`src/rtl/midi_pkg.sv`:
```
// Shared constants and types for the drum kit MIDI OUT note transmitter.
package midi_pkg;

  localparam logic [7:0] MIDI_NOTE_ON         = 8'h90;
  localparam int         DEFAULT_CLKS_PER_BIT = 3200;
  localparam logic [3:0] DRUM_CHANNEL         = 4'd9;

  typedef struct packed {
    logic [6:0] key;
    logic [6:0] velocity;
  } note_event_t;

  typedef enum logic [1:0] {
    IDLE,
    STATUS,
    KEY,
    VEL
  } tx_state_e;

  // MIDI data bytes carry a 7-bit value with the MSB forced low.
  function automatic logic [7:0] data_byte(input logic [6:0] value);
    return {1'b0, value};
  endfunction

endpackage

```
`src/rtl/midi_uart_tx.sv`:
```
// 8N1 byte serialiser, LSB first; byte_done_o marks the last cycle of the stop bit,
// and a new byte may be loaded in that same cycle so consecutive bytes run gap-free.
module midi_uart_tx #(
  parameter int CLKS_PER_BIT = 3200
) (
  input  logic       clk_i,
  input  logic       rst_i,
  input  logic       load_i,
  input  logic [7:0] data_i,
  output logic       tx_o,
  output logic       idle_o,
  output logic       byte_done_o
);

  localparam int               CNT_W     = $clog2(CLKS_PER_BIT);
  localparam logic [CNT_W-1:0] BAUD_LAST = CNT_W'(CLKS_PER_BIT - 1);
  localparam logic [3:0]       LAST_DATA = 4'd8;
  localparam logic [3:0]       STOP_BIT  = 4'd9;

  logic             busy_q, busy_d;
  logic             tx_q, tx_d;
  logic [7:0]       data_q, data_d;
  logic [3:0]       bit_q, bit_d;
  logic [CNT_W-1:0] baud_q, baud_d;
  logic             bit_end;
  logic             accept;

  assign bit_end     = busy_q && (baud_q == BAUD_LAST);
  assign byte_done_o = bit_end && (bit_q == STOP_BIT);
  assign accept      = load_i && (!busy_q || byte_done_o);
  assign idle_o      = !busy_q;
  assign tx_o        = tx_q;

  // bit_q: 0 = start bit, 1..8 = data bits d[0]..d[7], 9 = stop bit.
  always_comb begin
    busy_d = busy_q;
    tx_d   = tx_q;
    data_d = data_q;
    bit_d  = bit_q;
    baud_d = baud_q;
    if (accept) begin
      busy_d = 1'b1;
      data_d = data_i;
      bit_d  = '0;
      baud_d = '0;
      tx_d   = 1'b0;
    end else if (byte_done_o) begin
      busy_d = 1'b0;
      bit_d  = '0;
      baud_d = '0;
      tx_d   = 1'b1;
    end else if (bit_end) begin
      baud_d = '0;
      bit_d  = bit_q + 4'd1;
      tx_d   = (bit_q == LAST_DATA) ? 1'b1 : data_q[bit_q[2:0]];
    end else if (busy_q) begin
      baud_d = baud_q + CNT_W'(1);
    end
  end

  always_ff @(posedge clk_i) begin
    if (rst_i) begin
      busy_q <= 1'b0;
      tx_q   <= 1'b1;
      data_q <= '0;
      bit_q  <= '0;
      baud_q <= '0;
    end else begin
      busy_q <= busy_d;
      tx_q   <= tx_d;
      data_q <= data_d;
      bit_q  <= bit_d;
      baud_q <= baud_d;
    end
  end

endmodule

```
`src/rtl/midi_note_tx.sv`:
```
// MIDI OUT Note On transmitter: event FIFO, status/key/velocity sequencer, 8N1 serialiser.
// Running status (repeated status byte suppression) is enabled by MIDI_TX_RUNNING_STATUS_EN.
module midi_note_tx
  import midi_pkg::*;
#(
  parameter int         CLKS_PER_BIT = DEFAULT_CLKS_PER_BIT,
  parameter int         FIFO_DEPTH   = 4,
  parameter logic [3:0] MIDI_CHANNEL = DRUM_CHANNEL
`ifdef MIDI_TX_RUNNING_STATUS_EN
  , parameter int       RS_IDLE_CYCLES = 1 << 24
`endif
) (
  input  logic       clk_100MHz,
  input  logic       rst,
  input  logic       note_valid,
  output logic       note_ready,
  input  logic [6:0] note_key,
  input  logic [6:0] note_velocity,
  output logic       midi_tx,
  output logic       tx_busy
);

  localparam int               PTR_W       = (FIFO_DEPTH > 1) ? $clog2(FIFO_DEPTH) : 1;
  localparam int               CNT_W       = PTR_W + 1;
  localparam logic [CNT_W-1:0] FULL_COUNT  = CNT_W'(FIFO_DEPTH);
  localparam logic [7:0]       STATUS_BYTE = MIDI_NOTE_ON | {4'h0, MIDI_CHANNEL};

  note_event_t      fifo_mem [FIFO_DEPTH];
  note_event_t      in_event, fifo_head;
  note_event_t      evt_q, evt_d;
  logic [PTR_W-1:0] wr_ptr_q, wr_ptr_d, rd_ptr_q, rd_ptr_d;
  logic [CNT_W-1:0] count_q, count_d;
  logic             push, pop;

  tx_state_e        state_q, state_d;
  logic             ser_load, ser_idle, ser_tx, byte_done;
  logic [7:0]       ser_data;
  logic             skip_status;
  logic             midi_tx_q, tx_busy_q;

  assign in_event   = {note_key, note_velocity};
  assign fifo_head  = fifo_mem[rd_ptr_q];
  assign note_ready = (count_q != FULL_COUNT);
  assign push       = note_valid && note_ready;
  assign midi_tx    = midi_tx_q;
  assign tx_busy    = tx_busy_q;

  always_comb begin
    wr_ptr_d = wr_ptr_q;
    rd_ptr_d = rd_ptr_q;
    count_d  = count_q;
    if (push) wr_ptr_d = wr_ptr_q + PTR_W'(1);
    if (pop)  rd_ptr_d = rd_ptr_q + PTR_W'(1);
    case ({push, pop})
      2'b10:   count_d = count_q + CNT_W'(1);
      2'b01:   count_d = count_q - CNT_W'(1);
      default: count_d = count_q;
    endcase
  end

  always_ff @(posedge clk_100MHz) begin
    if (push) fifo_mem[wr_ptr_q] <= in_event;
  end

  // state_q names the byte currently on the wire; the next byte is loaded on byte_done
  // so the three bytes of one message leave back-to-back.
  always_comb begin
    state_d  = state_q;
    evt_d    = evt_q;
    pop      = 1'b0;
    ser_load = 1'b0;
    ser_data = '0;
    unique case (state_q)
      IDLE: begin
        if ((count_q != '0) && ser_idle) begin
          pop      = 1'b1;
          evt_d    = fifo_head;
          ser_load = 1'b1;
          if (skip_status) begin
            ser_data = data_byte(fifo_head.key);
            state_d  = KEY;
          end else begin
            ser_data = STATUS_BYTE;
            state_d  = STATUS;
          end
        end
      end
      STATUS: begin
        if (byte_done) begin
          ser_load = 1'b1;
          ser_data = data_byte(evt_q.key);
          state_d  = KEY;
        end
      end
      KEY: begin
        if (byte_done) begin
          ser_load = 1'b1;
          ser_data = data_byte(evt_q.velocity);
          state_d  = VEL;
        end
      end
      VEL: begin
        if (byte_done) state_d = IDLE;
      end
      default: state_d = IDLE;
    endcase
  end

  // The serialiser output is re-registered, so the line trails the sequencer by one cycle.
  always_ff @(posedge clk_100MHz) begin
    if (rst) begin
      wr_ptr_q  <= '0;
      rd_ptr_q  <= '0;
      count_q   <= '0;
      state_q   <= IDLE;
      evt_q     <= '0;
      midi_tx_q <= 1'b1;
      tx_busy_q <= 1'b0;
    end else begin
      wr_ptr_q  <= wr_ptr_d;
      rd_ptr_q  <= rd_ptr_d;
      count_q   <= count_d;
      state_q   <= state_d;
      evt_q     <= evt_d;
      midi_tx_q <= ser_tx;
      tx_busy_q <= (count_q != '0) || (state_q != IDLE);
    end
  end

  midi_uart_tx #(
    .CLKS_PER_BIT(CLKS_PER_BIT)
  ) u_uart_tx (
    .clk_i      (clk_100MHz),
    .rst_i      (rst),
    .load_i     (ser_load),
    .data_i     (ser_data),
    .tx_o       (ser_tx),
    .idle_o     (ser_idle),
    .byte_done_o(byte_done)
  );

`ifdef MIDI_TX_RUNNING_STATUS_EN
  localparam int              IDLE_W    = $clog2(RS_IDLE_CYCLES + 1);
  localparam logic [IDLE_W-1:0] IDLE_LAST = IDLE_W'(RS_IDLE_CYCLES - 1);

  logic [7:0]        last_status_q, last_status_d;
  logic [IDLE_W-1:0] idle_cnt_q, idle_cnt_d;
  logic              line_idle;
  logic              status_sent;

  assign skip_status = (last_status_q == STATUS_BYTE);
  assign status_sent = pop && !skip_status;
  assign line_idle   = (state_q == IDLE) && (count_q == '0);

  // Forget the running status after a long silence so late-joining receivers resync.
  always_comb begin
    idle_cnt_d    = idle_cnt_q;
    last_status_d = last_status_q;
    if (!line_idle) begin
      idle_cnt_d = '0;
    end else if (idle_cnt_q != IDLE_LAST) begin
      idle_cnt_d = idle_cnt_q + IDLE_W'(1);
    end else begin
      last_status_d = 8'h00;
    end
    if (status_sent) last_status_d = STATUS_BYTE;
  end

  always_ff @(posedge clk_100MHz) begin
    if (rst) begin
      last_status_q <= 8'h00;
      idle_cnt_q    <= '0;
    end else begin
      last_status_q <= last_status_d;
      idle_cnt_q    <= idle_cnt_d;
    end
  end
`else
  assign skip_status = 1'b0;
`endif

endmodule
```
`config.mk`:
```
export PLATFORM = sky130hd
export DESIGN_NAME = midi_note_tx
export DESIGN_NICKNAME = d
export VERILOG_FILES = /design/src/rtl/midi_pkg.sv /design/src/rtl/midi_uart_tx.sv /design/src/rtl/midi_note_tx.sv
export SDC_FILE = /design/constraint.sdc
export NUM_CORES = 1
export LEC_CHECK = 0
export ABC_CLOCK_PERIOD_IN_PS = 3740
export CAP_MARGIN = 30
export CORE_ASPECT_RATIO = 0.8
export CORE_MARGIN = 1.5
export CORE_UTILIZATION = 60
export CTS_CLUSTER_DIAMETER = 100
export DETAILED_ROUTE_END_ITERATION = 10
export PLACE_DENSITY = 0.76
export SLEW_MARGIN = 20
export SYNTH_ARGS = -nofsm -noshare
export SYNTH_HDL_FRONTEND = slang
export SYNTH_HIERARCHICAL = 1
export SYNTH_SLANG_ARGS = --single-unit
```
`constraint.sdc`:
```
create_clock -name clk_100MHz -period 3.74 [get_ports clk_100MHz]
set_input_delay 0.748 -clock clk_100MHz [delete_from_list [all_inputs] [get_ports clk_100MHz]]
set_output_delay 0.748 -clock clk_100MHz [all_outputs]
set_load 0.005 [all_outputs]
```
==> reports/metrics.csv, run 1 <==
metric,value,unit
end_kind,flop,
via_per_inst,5.58,
max_freq,321,MHz
cts_buffers,9,
setup_ws,0.625,ns
clkTransAtPathRegs,0.10,ns
drtIter0Drc,115,
synth_common_cells,"56 x edfxtp_1, 51 x dfxtp_1, 38 x nand2_1, 27 x a21oi_1, 25 x nor2_1",
worstReg2RegEnd,u_uart_tx/data_q[7],
power_density,639,mW/mm^2
pre_cts_ws,0.673,ns
hp-start,u_uart_tx/tx_o,
cts-resized-gates,0,
routabilityCongestion,0.833,
synth_nets,417,
gr-total-overflow,0,
setup_tns,0,ns
drv_cap,0,
detail_route.wl_per_cell,15.9,um
slew_violations,0,
whs,0.452,ns
first_pass_iters,5,
drc,0,
cts_max_path_buffers,2,
io_pins,20,
die_h,82.1,um
fin_nets,430,
synth_edf_count,56,
placed_area,0.00492,mm^2
start_util,0.626,
grt_pass1_wl,13.5,mm
drive_gt1_frac,0.114,
r2r_slack,0.63,ns
syn_avg_cell_area,12.2,um^2
status,"finished, final reports clean",
synth.top_cell.area_share,0.358,
final_area,0.00516,mm^2
total_power,3.30,mW
slew_headroom,0.470,
dp_hpwl,5.47,mm
cts.sink_count,107,
rr_worst_depth,8,
synth_area_leader_cell,edfxtp_1,
synth.most_common_cell,edfxtp_1,
fin_skew,0.0119,ns
synthToLayoutAreaGrowth,10.0,%
p_clk_frac,0.246,
irDropWorstVdd,365,uV
synth_cell_type_count,50,
cp.arrival,3.42,ns
clkLatencyLatePin,0.38,ns
power.switching,1.06,mW
cp_data_required_time,4.05,ns
vias,2833,
postCtsHoldBufs,0,
finalHoldViolCount,0,
n_antenna_cell,0,
ant_nets,0,
whs_path_depth,1,
cts_root_buffer,clkbuf_8,
seq_area_frac_synth,0.576,
grt_max_degree,48,
coreArea,0.00750,mm^2
grt_pass1_vias,2776,
yosys-top-cells-area,"edfxtp_1 36%, dfxtp_1 22%, mux4_2 7.2%",
hold_path_class,reg2reg,
cp_max_fo,10,
ys_warn_count,6,
die-area,0.00836,mm^2
synth_flop_cell,edfxtp_1,
wl,8.08,mm
ys_ff_latch,107,
cts_max_level,3,
power_frac_seq,0.470,
criticalPathCategory,reg2reg,
setup_viol,0,
die_w,102,um
grtUsageTotal,0.215,
fp-row-count,28,
p_leak,1.73,nW
cts_tree,yes,
min_period_over_period,0.833,
swShare,0.322,
timing.rr.start,u_uart_tx/busy_q,
rsz0062_at_grt,false,
antenna_found_initial,0,
cts_setup_buffers,0,
p_comb_frac,0.284,
worstMarginPinSlew,0.794,ns
async_reset_ff_frac,0,
netlist_area,0.00469,mm^2
synth_cells,385,
holdPathEnd,midi_tx,
internal-power,2.24,mW
period_needed,3.11,ns
critPathLaunchType,flop,
io_buffers,19,
==> logic make-up after synthesis <==
kind of cell	Yosys count	synth area share
compound gates	54	0.0760
mux	28	0.0997
simple gates	128	0.141
buf+inv	40	0.0419
flops	107	0.576
fa+ha+maj	15	0.0416
xor+xnor	13	0.0243
==> worst max-delay path by stage <==
stage	from	end	slack, ns	depth (start not counted)
after global placement	u_uart_tx/busy_q	u_uart_tx/data_q[7]	0.82	8
after detailed placement	u_uart_tx/busy_q	u_uart_tx/data_q[7]	0.67	8
final	u_uart_tx/busy_q	u_uart_tx/data_q[7]	0.63	8
after CTS	u_uart_tx/busy_q	u_uart_tx/data_q[7]	0.64	8
after global routing	u_uart_tx/busy_q	u_uart_tx/data_q[0]	0.34	8
after floorplan	u_uart_tx/baud_q[0]	u_uart_tx/data_q[0]	0.98	11
==> power groups by stage <==
stage / combinational, mW / sequential, mW / clock, mW
6_report: 0.935 / 1.55 / 0.811
5_1_grt: 1.04 / 1.57 / 0.874
4_1_cts: 0.940 / 1.55 / 0.828
3_5_place_dp: 0.925 / 1.58 / 0
3_3_place_gp: 0.878 / 1.58 / 0
2_1_floorplan: 0.787 / 1.51 / 0
==> layout by cell type (no fill, tap or decap), types with 2 or more instances in the layout <==
cell type | netlist | layout
edfxtp_1 | 56 | 56
dfxtp_1 | 51 | 51
nand2_1 | 38 | 38
a21oi_1 | 27 | 27
nor2_1 | 25 | 25
inv_1 | 19 | 19
nand2b_1 | 19 | 19
clkdlybuf4s50_1 | 0 | 19
mux4_2 | 15 | 15
ha_1 | 14 | 14
mux2i_1 | 13 | 13
nand3_1 | 10 | 10
clkbuf_8 | 1 | 9
a22oi_1 | 8 | 8
nand4_1 | 8 | 8
xor2_1 | 7 | 7
o21ai_0 | 6 | 6
xnor2_1 | 6 | 6
and3_1 | 5 | 5
o22ai_1 | 4 | 4
nor3_1 | 4 | 4
inv_6 | 0 | 3
a21o_1 | 2 | 2
or3_1 | 2 | 2
or2b_2 | 2 | 2
or2_2 | 2 | 2
bufinv_16 | 0 | 2
buf_4 | 1 | 2
nor4_1 | 2 | 2
==> registers in the layout (all words and copies together), names as in the netlist <==
signal	flops
u_uart_tx/busy_q	1
u_uart_tx/bit_q	4
u_uart_tx/baud_q	12
fifo_mem	56
u_uart_tx/data_q	8
u_uart_tx/tx_o	1
tx_busy	1
wr_ptr_q	2
rd_ptr_q	2
count_q	3
evt_q	14
state_q	2
midi_tx	1
==> final cells by class <==
cell class                      count  area (um^2)
Clock buffer                        9          124
Clock inverter                      7          114
Timing Repair Buffer               23          225
Fill cell                         574         2340
Tap cell                          105          131
Multi-Input combinational cell    238         1790
Sequential cell                   107         2700
Inverter                           19         71.3
==> stage by stage <==
stage           util  cells
4_1_cts        0.688    508
5_1_grt        0.688    508
3_5_place_dp   0.657    492
3_3_place_gp   0.654    490
2_1_floorplan      -    385
6_report       0.688    508
==> routing by layer <==
| metal | global-route usage | part of all wire | wire, um | vias to the layer above |
|---|---|---|---|---|
| met3 | 0.0513 | 0.038 | 307 | 14 |
| li1 | - | - | - | 1404 |
| met1 | 0.302 | 0.49 | 3990 | 1366 |
| met2 | 0.329 | 0.45 | 3640 | 49 |
| met5 | 0 | 0 | 0 | - |
| met4 | 0.0795 | 0.018 | 148 | 0 |
==> critical path: stages, from the launching register on <==
cell,delay (ns)
dfxtp_1,0.52
nand4_1,0.30
or2_2,0.46
nor2_1,0.18
nand2b_1,0.19
o22ai_1,0.36
nand2_1,0.15
o41ai_4,0.63
mux2i_1,0.26
Note: power is estimated with default switching activity, not from simulation.
==> run 2, diff against run 1 <==
ABC_CLOCK_PERIOD_IN_PS = 2700   (was 3740)
CORE_UTILIZATION = 54   (was 60)
PLACE_DENSITY = 0.72   (was 0.76)
clock period = 2.7 ns   (was 3.74 ns; I/O delays follow)
==> run 2 against run 1 <==
Effect of this change: routed wire length up 0.59%; critical path type unchanged; largest power group unchanged; hold slack better by 0.0081 ns; non-clock buffer count up 10; worst setup slack worse by 0.39 ns; clock-buffer cell count up 1; sequential power up 37%; critical path depth up 2; first-iteration DRC count up 140%; cell count up 3.3%.
==> reports/metrics.csv, run 2 (synthesis gave the netlist of run 1 again) <==
metric,value,unit,change
detail_route.wl_per_cell,15.5,um,was 15.9 um
synthToLayoutAreaGrowth,11.0,%,was 10.0%
drtIter0Drc,272,,was 115
cts_max_path_buffers,2,,unchanged
grtUsageTotal,0.198,,was 0.215
antenna_found_initial,0,,unchanged
pre_cts_ws,0.0910,ns,was 0.673 ns
drc,0,,unchanged
clkTransAtPathRegs,0.10,ns,about the same
ant_nets,0,,unchanged
via_per_inst,5.49,,was 5.58
cts_max_level,3,,unchanged
fin_nets,440,,was 430
dp_hpwl,5.66,mm,was 5.47 mm
cp_max_fo,8,,was 10
routabilityCongestion,0.835,,was 0.833
io_buffers,19,,unchanged
start_util,0.556,,was 0.626
finalHoldViolCount,0,,unchanged
postCtsHoldBufs,0,,unchanged
status,"finished, final reports clean",,unchanged
cts.sink_count,107,,unchanged
cts_tree,yes,,unchanged
multi_input_area,0.00181,mm^2,was 0.00179 mm^2
hold_path_class,reg2reg,,unchanged
final_cell_mix,"56 x edfxtp_1, 49 x dfxtp_1, 38 x nand2_1",,"was 56 x edfxtp_1, 51 x dfxtp_1, 38 x nand2_1"
fp-row-count,30,,was 28
setup_ws,0.237,ns,was 0.625 ns
fillers,672,,was 574
die-area,0.00926,mm^2,was 0.00836 mm^2
grt_max_degree,43,,was 48
end_kind,flop,,unchanged
regArea,0.00271,mm^2,was 0.00270 mm^2
gr-total-overflow,0,,unchanged
largest_reg_flops,56,,unchanged
cp.arrival,2.76,ns,was 3.42 ns
grt_pass1_wl,14.1,mm,was 13.5 mm
top_regs,"fifo_mem x56, evt_q x14, u_uart_tx/baud_q x12",,unchanged
period_needed,2.46,ns,was 3.11 ns
n_antenna_cell,0,,unchanged
worstMarginPinSlew,0.712,ns,was 0.794 ns
setup_tns,0,ns,unchanged
die_w,107,um,was 102 um
clkLatencyLatePin,0.37,ns,was 0.38 ns
die_h,86.4,um,was 82.1 um
cts_buffers,9,,unchanged
p_leak,1.76,nW,was 1.73 nW
rsz0062_at_grt,false,,unchanged
wl,8.13,mm,was 8.08 mm
fin_skew,0.0148,ns,was 0.0119 ns
slew_headroom,0.525,,was 0.470
power_density,848,mW/mm^2,was 639 mW/mm^2
irDropWorstVdd,370,uV,was 365 uV
cts_root_buffer,clkbuf_8,,unchanged
min_period_over_period,0.912,,was 0.833
first_pass_iters,5,,unchanged
grt_pass1_vias,2963,,was 2776
io_pins,20,,unchanged
criticalPathCategory,reg2reg,,unchanged
cp_data_required_time,3.00,ns,was 4.05 ns
regMostFlops,fifo_mem,,unchanged
whs,0.460,ns,was 0.452 ns
vias,2882,,was 2833
drv_cap,0,,unchanged
drive_gt1_frac,0.143,,was 0.114
slew_violations,0,,unchanged
setup_viol,0,,unchanged
coreArea,0.00845,mm^2,was 0.00750 mm^2
critPathLaunchType,flop,,unchanged
final_common_cell,edfxtp_1,,unchanged
max_freq,406,MHz,was 321 MHz
==> run 2: worst paths after layout <==
path	cells after the start	startpoint	to	slack (ns)
setup / recovery	10	u_uart_tx/baud_q[0]	u_uart_tx/data_q[3]	0.24
hold reg to reg	2	evt_q[11]	evt_q[11]	0.46
hold / removal	2	evt_q[11]	evt_q[11]	0.46
setup reg to reg	10	u_uart_tx/baud_q[0]	u_uart_tx/data_q[3]	0.24
==> run 2: area by class of cell <==
cell class | instances | area share
Clock buffer | 10 | 0.0245
Clock inverter | 6 | 0.0101
Inverter | 19 | 0.0137
Multi-Input combinational cell | 238 | 0.348
Sequential cell | 107 | 0.519
Tap cell | 112 | 0.0269
Timing Repair Buffer | 33 | 0.0574
==> run 2: power by group <==
group	switching, mW	leakage (nW)	internal, mW
Sequential	0.156	0.930	1.96
Clock	0.559	0.0911	0.354
Combinational	0.745	0.735	0.638
Total	1.46	1.76	2.96
==> run 2: routing by layer <==
layer | GRT usage | wire length, um | part of all wire
met3 | 0.0504 | 411 | 0.051
met1 | 0.265 | 3770 | 0.46
met4 | 0.0642 | 107 | 0.013
met2 | 0.318 | 3850 | 0.47
met5 | 0 | 0 | 0
==> run 2: through the flow <==
stage                     utilization  cells  power (mW)  area, um^2
after CTS                       0.616    525        4.46        5200
after floorplan                     -    385        3.21        4710
after detailed placement        0.594    509        3.55        5020
after global placement          0.594    509        3.50        5020
after global routing            0.617    525        4.70        5210
final                           0.617    525        4.42        5210
==> run 2: what timing repair did <==
item | in CTS | in global routing
buffers inserted | 0 | 0
endpoints found under the hold margin | 0 | 0
gates resized for setup | 0 | 3
endpoints found under the setup margin | 0 | 8
==> run 2: worst max-delay path: stages (launching register included) <==
cell and delay [ns]:
dfxtp_2 0.38, ha_2 0.23, nand3_1 0.16, or2_4 0.31, nor2_1 0.15, nand2b_1 0.13
o22ai_4 0.16, nand2_1 0.12, o41ai_4 0.36, buf_6 0.20, mux2i_1 0.19
